File: src/rtl/vfpu_ctrl_fsm_pkg.sv
// rtl/vfpu_ctrl_fsm_pkg.sv - job register map, streamer config and controller types
package vfpu_ctrl_fsm_pkg;

   // Job register map (32-bit words)
   localparam int A_REG_INDEX          = 0;
   localparam int B_REG_INDEX          = 4;
   localparam int R_REG_INDEX          = 8;
   localparam int TRANS_SIZE_REG_INDEX = 12;
   localparam int CTRL_REG_INDEX       = 13;

   // Bit positions inside the packed {length, stride} words
   localparam int LENGTH_MSB = 31;
   localparam int LENGTH_LSB = 16;
   localparam int STRIDE_MSB = 15;

   typedef struct packed {
      logic [31:0] base;
      logic [15:0] line_stride;
      logic [15:0] line_len;
      logic [15:0] feat_stride;
      logic [15:0] feat_len;
      logic [15:0] loop_outer;
      logic [15:0] feat_roll;
   } streamer_cfg_t;

   typedef struct packed {
      logic [2:0] operation;
      logic [1:0] rounding_mode;
   } vfpu_ctrl_t;

   typedef enum logic [1:0] {
      IDLE    = 2'd0,
      START   = 2'd1,
      COMPUTE = 2'd2,
      DONE    = 2'd3
   } ctrl_state_t;

endpackage

File: src/rtl/vfpu_ctrl_fsm_cfg_unpack.sv
// rtl/vfpu_ctrl_fsm_cfg_unpack.sv - four job words to one streamer config
// Ports:
//   i_words  4 consecutive job words, word 0 in [31:0]
//   o_cfg    unpacked streamer configuration
module vfpu_cfg_unpack
   import vfpu_ctrl_fsm_pkg::*;
(
   input  logic [127:0]  i_words,
   output streamer_cfg_t o_cfg
);

   logic [31:0] w_word0;
   logic [31:0] w_word1;
   logic [31:0] w_word2;
   logic [31:0] w_word3;

   assign w_word0 = i_words[31:0];
   assign w_word1 = i_words[63:32];
   assign w_word2 = i_words[95:64];
   assign w_word3 = i_words[127:96];

   always_comb begin
      o_cfg             = '0;
      o_cfg.base        = w_word0;
      o_cfg.line_stride = w_word1[STRIDE_MSB:0];
      o_cfg.line_len    = w_word1[LENGTH_MSB:LENGTH_LSB];
      o_cfg.feat_stride = w_word2[STRIDE_MSB:0];
      o_cfg.feat_len    = w_word2[LENGTH_MSB:LENGTH_LSB];
      o_cfg.feat_roll   = w_word3[STRIDE_MSB:0];
      o_cfg.loop_outer  = w_word3[LENGTH_MSB:LENGTH_LSB];
   end

endmodule

File: src/rtl/vfpu_ctrl_fsm.sv
// rtl/vfpu_ctrl_fsm.sv - VFPU job controller: register snapshot, streamer start, beat count, done
// Ports:
//   clk_i, rst_ni             clock, asynchronous active-low reset
//   clear_i, start_i          soft clear and job trigger from the register slave
//   reg_file_i                flat job registers, word k at [32k+31:32k]
//   a/b/r_cfg_o               snapshot streamer configs
//   a/b/r_start_o             one-cycle streamer start pulses
//   r_done_i, r_beat_i        sink streamer finished / result handshake
//   vfpu_ctrl_o               snapshot {operation, rounding_mode}
//   engine_en_o, busy_o       engine enable (COMPUTE), controller busy (not IDLE)
//   done_o                    one-cycle job completion event
module vfpu_ctrl_fsm
   import vfpu_ctrl_fsm_pkg::*;
#(
   parameter int NB_REGS   = 14,
   parameter int CNT_WIDTH = 16
) (
   input  logic                 clk_i,
   input  logic                 rst_ni,
   input  logic                 clear_i,
   input  logic                 start_i,
   input  logic [NB_REGS*32-1:0] reg_file_i,
   output logic [127:0]         a_cfg_o,
   output logic [127:0]         b_cfg_o,
   output logic [127:0]         r_cfg_o,
   output logic                 a_start_o,
   output logic                 b_start_o,
   output logic                 r_start_o,
   input  logic                 r_done_i,
   input  logic                 r_beat_i,
   output logic [4:0]           vfpu_ctrl_o,
   output logic                 engine_en_o,
   output logic                 busy_o,
   output logic                 done_o
);

   ctrl_state_t          r_state;
   ctrl_state_t          w_state_nxt;
   streamer_cfg_t        r_a_cfg;
   streamer_cfg_t        r_b_cfg;
   streamer_cfg_t        r_r_cfg;
   streamer_cfg_t        w_a_cfg;
   streamer_cfg_t        w_b_cfg;
   streamer_cfg_t        w_r_cfg;
   vfpu_ctrl_t           r_ctrl;
   logic [CNT_WIDTH-1:0] r_size;
   logic [CNT_WIDTH-1:0] r_cnt;
   logic [CNT_WIDTH-1:0] w_cnt_nxt;
   logic                 r_pend;
   logic                 r_done_seen;
   logic                 w_accept;
   logic                 w_finish;
   logic [31:0]          w_ctrl_word;
   logic                 w_unused;

   vfpu_cfg_unpack u_unpack_a (
      .i_words (reg_file_i[A_REG_INDEX*32 +: 128]),
      .o_cfg   (w_a_cfg)
   );

   vfpu_cfg_unpack u_unpack_b (
      .i_words (reg_file_i[B_REG_INDEX*32 +: 128]),
      .o_cfg   (w_b_cfg)
   );

   vfpu_cfg_unpack u_unpack_r (
      .i_words (reg_file_i[R_REG_INDEX*32 +: 128]),
      .o_cfg   (w_r_cfg)
   );

   assign w_ctrl_word = reg_file_i[CTRL_REG_INDEX*32 +: 32];
   assign w_unused    = ^{w_ctrl_word[31:5], reg_file_i[TRANS_SIZE_REG_INDEX*32+CNT_WIDTH +: 32-CNT_WIDTH]};

   // The trigger is registered before the FSM acts on it, which gives the
   // two-cycle start_i-to-start-pulse latency; r_pend blocks a second accept
   // while the first one is still in flight.
   assign w_accept = (r_state == IDLE) && start_i && !r_pend && !clear_i;

   // Beat counter saturates at the programmed size.
   always_comb begin
      w_cnt_nxt = r_cnt;
      if (r_beat_i && (r_cnt != r_size)) begin
         w_cnt_nxt = r_cnt + CNT_WIDTH'(1);
      end
   end

   // r_done_i may arrive before, with, or after the final beat.
   assign w_finish = (w_cnt_nxt == r_size) && (r_done_seen || r_done_i);

   always_ff @(posedge clk_i or negedge rst_ni) begin
      if (!rst_ni) begin
         r_a_cfg <= '0;
         r_b_cfg <= '0;
         r_r_cfg <= '0;
         r_ctrl  <= '0;
         r_size  <= '0;
         r_pend  <= 1'b0;
      end else if (clear_i) begin
         r_a_cfg <= '0;
         r_b_cfg <= '0;
         r_r_cfg <= '0;
         r_ctrl  <= '0;
         r_size  <= '0;
         r_pend  <= 1'b0;
      end else begin
         r_pend <= w_accept;
         if (w_accept) begin
            r_a_cfg              <= w_a_cfg;
            r_b_cfg              <= w_b_cfg;
            r_r_cfg              <= w_r_cfg;
            r_ctrl.operation     <= w_ctrl_word[2:0];
            r_ctrl.rounding_mode <= w_ctrl_word[4:3];
            r_size               <= reg_file_i[TRANS_SIZE_REG_INDEX*32 +: CNT_WIDTH];
         end
      end
   end

   always_ff @(posedge clk_i or negedge rst_ni) begin
      if (!rst_ni) begin
         r_state     <= IDLE;
         r_cnt       <= '0;
         r_done_seen <= 1'b0;
      end else if (clear_i) begin
         r_state     <= IDLE;
         r_cnt       <= '0;
         r_done_seen <= 1'b0;
      end else begin
         r_state <= w_state_nxt;
         if (r_state == IDLE && r_pend) begin
            r_cnt       <= '0;
            r_done_seen <= 1'b0;
         end else if (r_state == COMPUTE) begin
            r_cnt <= w_cnt_nxt;
            if (r_done_i) begin
               r_done_seen <= 1'b1;
            end
         end
      end
   end

   always_comb begin
      w_state_nxt = r_state;
      a_start_o   = 1'b0;
      b_start_o   = 1'b0;
      r_start_o   = 1'b0;
      engine_en_o = 1'b0;
      done_o      = 1'b0;
      if (!clear_i) begin
         case (r_state)
            IDLE: begin
               if (r_pend) begin
                  w_state_nxt = (r_size == '0) ? DONE : START;
               end
            end
            START: begin
               a_start_o   = 1'b1;
               b_start_o   = 1'b1;
               r_start_o   = 1'b1;
               w_state_nxt = COMPUTE;
            end
            COMPUTE: begin
               engine_en_o = 1'b1;
               if (w_finish) begin
                  w_state_nxt = DONE;
               end
            end
            DONE: begin
               done_o      = 1'b1;
               w_state_nxt = IDLE;
            end
            default: w_state_nxt = IDLE;
         endcase
      end else begin
         w_state_nxt = IDLE;
      end
   end

   assign busy_o      = (r_state != IDLE);
   assign a_cfg_o     = r_a_cfg;
   assign b_cfg_o     = r_b_cfg;
   assign r_cfg_o     = r_r_cfg;
   assign vfpu_ctrl_o = r_ctrl;

endmodule

File: config.mk
export PLATFORM = sky130hd
export DESIGN_NAME = vfpu_ctrl_fsm
export DESIGN_NICKNAME = d
export VERILOG_FILES = /design/src/rtl/vfpu_ctrl_fsm_pkg.sv /design/src/rtl/vfpu_ctrl_fsm_cfg_unpack.sv /design/src/rtl/vfpu_ctrl_fsm.sv
export SDC_FILE = /design/constraint.sdc
export NUM_CORES = 1
export LEC_CHECK = 0
export ABC_AREA = 1
export CORE_AREA = 2 2 327 329
export DETAILED_ROUTE_END_ITERATION = 16
export DIE_AREA = 0 0 329 331
export HOLD_SLACK_MARGIN = 0.1
export SLEW_MARGIN = 15
export SYNTH_ARGS = -nofsm -noshare
export SYNTH_HDL_FRONTEND = slang
export SYNTH_SLANG_ARGS = --single-unit
File: constraint.sdc
create_clock -name clk_i -period 2.2 [get_ports clk_i]
set_input_delay 0.33 -clock clk_i [delete_from_list [all_inputs] [get_ports clk_i]]
set_output_delay 0.33 -clock clk_i [all_outputs]
set_load 0.05 [all_outputs]
# After elaboration in Yosys (flattened, before gate mapping)
# Index checks and enable logic that the tools add are counted.
# totals
ff_bits	425
inputBits	454
output_inout_bits	395
wordCells	83
# op_classes
addsub	1
n_eq_ne	7
mux	30
n_reduce_logical	17
# ops
operator	count
2-to-1 mux 128 bit	6
2-to-1 mux 16 bit	6
adder 16 x 1 -> 16 bit, second input constant	1
equality test 16 bit	1
zero test 16 bit	1
inequality test 16 bit	1
2-to-1 mux 1 bit	11
2-to-1 mux 5 bit	2
2-to-1 mux 2 bit	4
case mux 2 bit (4 select lines)	1
logical AND 1 bit	6
inequality test 3 bit, second input constant	2
nonzero test 3 bit	2
equality test 2 bit, second input constant	2
AND reduction 2 bit	2
nonzero test 2 bit	2
equality test 2 x 1 -> 1 bit, second input constant	1
zero test 1 bit	2
zero test 2 bit	1
logical OR 1 bit	1

# Longest topological paths before layout
# depth
word_depth	8
mapped_depth	20
ltp_nobuf	20

# Cells and area by module
# A second synthesis with hierarchy kept.
# hier_totals
cells_unflattened	2467
hier_area_um2	20541.0
# modules_own_cells
module	instances	cells_per_inst	area_each_um2
vfpu_ctrl_fsm	1	2083	17658.2
vfpu_cfg_unpack	3	128	960.9

# Worst setup path before layout
# No wires, ideal clock.
# synth_timing
kind	register -> output
from	register r_state[1]
to	output b_start_o
t_arrival_ns	1.690
slack_ns	0.180
path_stages_with_launch	6
cell_sequence	dfrtp_1 > inv_1 > ha_1 > inv_1 > nor2_1 > buf_4
# synth_via
elab_chain_cells	3
# synth_rtl
item	line_no	text
from (decl)	vfpu_ctrl_fsm.sv:37	ctrl_state_t r_state;
from (signal assigned)	vfpu_ctrl_fsm.sv:128	r_state <= w_state_nxt;
equality test 2 x 1 -> 1 bit	--	
2-to-1 mux 1 bit (2 in a row)	--	
to (decl)	vfpu_ctrl_fsm.sv:27	output logic b_start_o,
# No other way between the ends.

# Worst setup path after layout
# layout_timing
from	register r_size[11]
to	register r_state[0]
# layout_via
elab_chain_cells	7
# layout_rtl
item	line_no	text
from (decl)	vfpu_ctrl_fsm.sv:46	logic [CNT_WIDTH-1:0] r_size;
from (signal assigned)	vfpu_ctrl_fsm.sv:113	r_size <= reg_file_i[TRANS_SIZE_REG_INDEX*32 +: CNT_WIDTH];
inequality test 16 bit	vfpu_ctrl_fsm.sv:82	if (r_beat_i && (r_cnt != r_size)) begin
logical AND 1 bit	vfpu_ctrl_fsm.sv:82	
2-to-1 mux 16 bit	vfpu_ctrl_fsm.sv:82	
equality test 16 bit (*)	vfpu_ctrl_fsm.sv:88	assign w_finish = (w_cnt_nxt == r_size) && (r_done_seen || r_done_i);
logical AND 1 bit (*)	vfpu_ctrl_fsm.sv:88	
inequality test 3 bit (no source line) (*)	--	
AND reduction 2 bit (no source line) (*)	--	
# Mark *: on every way between the ends. The rest lies on a longest branch, timed or not.
# A chain may end at the register's enable or synchronous reset.

==> impl_metrics.py <==
metrics = {
    "floorplanning": {
        "die_area_mm2": 0.109,
        "num_io_pins": 849,
        "initial_utilization": 0.169,
        "die_y_um": 331,
        "fp-row-count": 119,
        "core-area_mm2": 0.105,
        "die_x_um": 329,
    },
    "finish": {
        "areaGrowthSynthToFinish_pct": 74.2,
        "fillCellCount": 11140,
        "fin_nets": 3469,
        "drive_above_1_share": 0.129,
    },
    "route": {
        "drc": 0,
        "first_iter_violations": 1008,
        "wl_um": 83200,
        "vias": 17963,
        "first_pass_iters": 5,
        "wl_per_cell_um": 18.7,
        "via_per_inst": 4.04,
        "ant_nets": 0,
    },
    "timing": {
        "rsz0062_at_grt": "yes",
        "hold_viol_final": 0,
        "fin_skew_ns": 0.0203,
        "timing.fmax_ghz": 0.440,
        "slew_viol_final": 0,
        "finalWorstPathRequiredPeriod_ns": 2.27,
        "max_slew.worst_pin.slew_ns": 0.611,
        "worst_slack_ns": -0.0708,
        "setup_viol": 2,
        "setup_tns_ns": -0.128,
        "max_slew_margin": 0.594,
        "finalCritPeriodShare": 1.03,
    },
    "yosys": {
        "synth_compound_area_frac": 0.0129,
        "synthCells": 2087,
        "synth_most_common_cell": "nand2_1",
        "yosys-top-cells-area": "dfrtp_1 (60%), nand2_1 (19%), nand3_1 (12%)",
        "synth_top_family_by_area": "simple AND/OR/NAND/NOR gates",
        "synthXorXnorAreaFrac": 0.00347,
        "synthAdderAreaFrac": 0.00424,
        "ys_warn_count": 0,
        "synth_ff_type": "dfrtp_1",
        "synth_edf_count": 0,
        "syn-num-nets": 2547,
        "synth_simple_gate_area_frac": 0.334,
        "synth_seq_cells": 425,
        "synth_top_cell_by_area": "dfrtp_1",
        "synthArstFlopShare": 1.00,
        "avgSynthCellArea_um2": 8.48,
        "syn_area_mm2": 0.0177,
        "synth.top_cell.area_share": 0.601,
        "ys_types": 29,
        "ys_seq_area_frac": 0.601,
        "yosys-top-cells-count": "nand2_1 (912), dfrtp_1 (425), nand3_1 (424)",
        "synth.mux.area_fraction": 0,
    },
    "worst_setup_path": {
        "critPathMaxStageDelay_ns": 0.38,
        "rrSetupSlack_ns": -0.07,
        "reg2regPathDepth": 20,
        "path_max_fanout": 7,
        "crit_type": "flop to flop",
        "crit_family": "simple AND/OR/NAND/NOR gates",
        "critPathCaptureType": "flop",
        "cp_common_cell": "nand2_1",
        "slowest_stage": "dfrtp_1",
        "cp.buffers_inverters": 2,
        "path_cells": "inv_2 > nand2_1 > nand2_1 > nor2_1 > nand2_1 > nor2_4 > nand2_8 > buf_6 > nand2_4 > nand2_1 > nand2_1 > nand2_1 > nor2_1 > nand2_1 > nor2_1 > nand3_1 > nand2_2 > nand2_2 > nand2_1 > nand2_1",
        "required_ns": 2.71,
        "critPathLaunch": "r_size[11]",
        "r2r_start": "r_size[11]",
        "r2r-end": "r_state[0]",
        "start_kind": "flop",
        "crit_arrival_ns": 2.78,
    },
    "clock_network": {
        "cts.sinks": 425,
        "cts_tree": "yes",
        "root_buffer": "clkbuf_16",
        "clock_path_buffers": 3,
        "path_clk_slew_ns": 0.06,
        "insertion_delay_ns": 0.64,
        "htree_levels": 2,
        "cts_made_buffers": 52,
    },
    "global_route": {
        "grt_pass1_vias": 18022,
        "grt_pass1_wl_um": 116000,
        "grt_antenna_before_repair": 6,
        "grt_max_degree": 84,
        "overflow": 0,
        "grt_use_total": 0.142,
    },
    "worst_hold_path": {
        "hp-class": "input pin to async pin",
    },
    "placement": {
        "dp_hpwl_um": 61600,
        "port_buffers": 805,
        "post-place-ws_ns": -0.178,
        "place_congestion": 0.879,
    },
    "run_status": {
        "outcome": "finished, violations left",
        "violations": "negative setup slack",
    },
    "power": {
        "power.density_mw_per_mm2": 1040,
        "p_leak_nw": 16.0,
        "peakVddDrop_mv": 0.593,
        "total_power_w": 0.0319,
    },
    "job": {
        "drv_cap": 0,
    },
}
==> where the power goes <==
part	total (W)	switching, W	leakage [nW]	internal [W]
clock network	0.00894	0.00366	0.852	0.00528
registers	0.00991	0.000799	5.77	0.00911
logic	0.0131	0.00876	9.40	0.00431
total	0.0319	0.0132	16.0	0.0187
==> worst max-delay path by stage <==
stage	endpoint	slack [ns]	cells past startpoint
after floorplan	b_start_o	0.18	5
after global placement	r_state[1]	-0.16	15
after detailed placement	r_state[0]	-0.18	14
after CTS	r_state[0]	-0.008	19
after global routing	r_state[1]	-0.25	16
final	r_state[0]	-0.07	20
==> registers in the layout, indices dropped and copies added (netlist names) <==
register	count
a_cfg_o	128
b_cfg_o	128
r_cfg_o	128
r_cnt	16
r_done_seen	1
r_pend	1
r_size	16
r_state	2
vfpu_ctrl_o	5
==> layer usage <==
layer / routed length, um / GRT usage / up-vias
li1: - / - / 8541
met1: 33600 / 0.171 / 8677
met2: 40500 / 0.238 / 644
met3: 7170 / 0.0502 / 101
met4: 1980 / 0.0412 / 0
met5: 0 / 0 / -
==> what timing repair did <==
item	CTS	global route
hold buffers	1	0
buffers inserted	8	10
endpoints found under the hold margin	205	0
gates cloned	1	5
endpoints found under the setup margin	129	134
pin swaps	15	19
gates resized for setup	149	89
==> through the flow <==
step	cell area [um2]	util	std cells	hold WS, ns
final	30800	0.294	4441	0.199
after floorplan	17700	-	2087	0.0344
after detailed placement	28600	0.272	4321	0.245
after global routing	30800	0.294	4441	0.177
after CTS	30300	0.289	4422	0.157
after global placement	28600	0.272	4321	0.248
==> logic make-up (layout without fill, tap and decap cells) <==
group | after synthesis | after routing
AOI/OAI and AO/OA | 41 | 41
xor gates and xnor gates | 7 | 7
adders and majority gates | 6 | 6
buffers and inverters | 203 | 1161
DFF | 425 | 425
other | 0 | 4
and+or+nand+nor | 1405 | 1406
==> cell type report <==
class	count	area (um2)	area share
inverters	63	244	0.00792
clock buffers	70	1480	0.0480
well taps	1391	1740	0.0565
diodes	4	10.0	0.000325
repair buffers	1007	9920	0.322
clock inverters	21	256	0.00832
flip-flops and latches	425	10600	0.345
multi-input cells	1460	6530	0.212
==> cell usage in the layout (no fill, tap or decap), types with 6 or more instances in the layout <==
| cell | n |
|---|---|
| buf_12 | 30 |
| buf_4 | 198 |
| buf_6 | 9 |
| clkbuf_1 | 8 |
| clkbuf_16 | 57 |
| clkbuf_8 | 9 |
| clkdlybuf4s50_1 | 599 |
| clkinv_2 | 8 |
| dfrtp_1 | 425 |
| dlygate4sd2_1 | 126 |
| dlymetal6s2s_1 | 38 |
| inv_1 | 53 |
| inv_2 | 9 |
| nand2_1 | 896 |
| nand2_2 | 19 |
| nand3_1 | 415 |
| nand3_2 | 7 |
| nand4_1 | 6 |
| nor2_1 | 23 |
| nor2_4 | 8 |
| o21ai_0 | 23 |
| o22ai_1 | 11 |
| xor2_1 | 7 |
(Power assumes the default switching activity.)
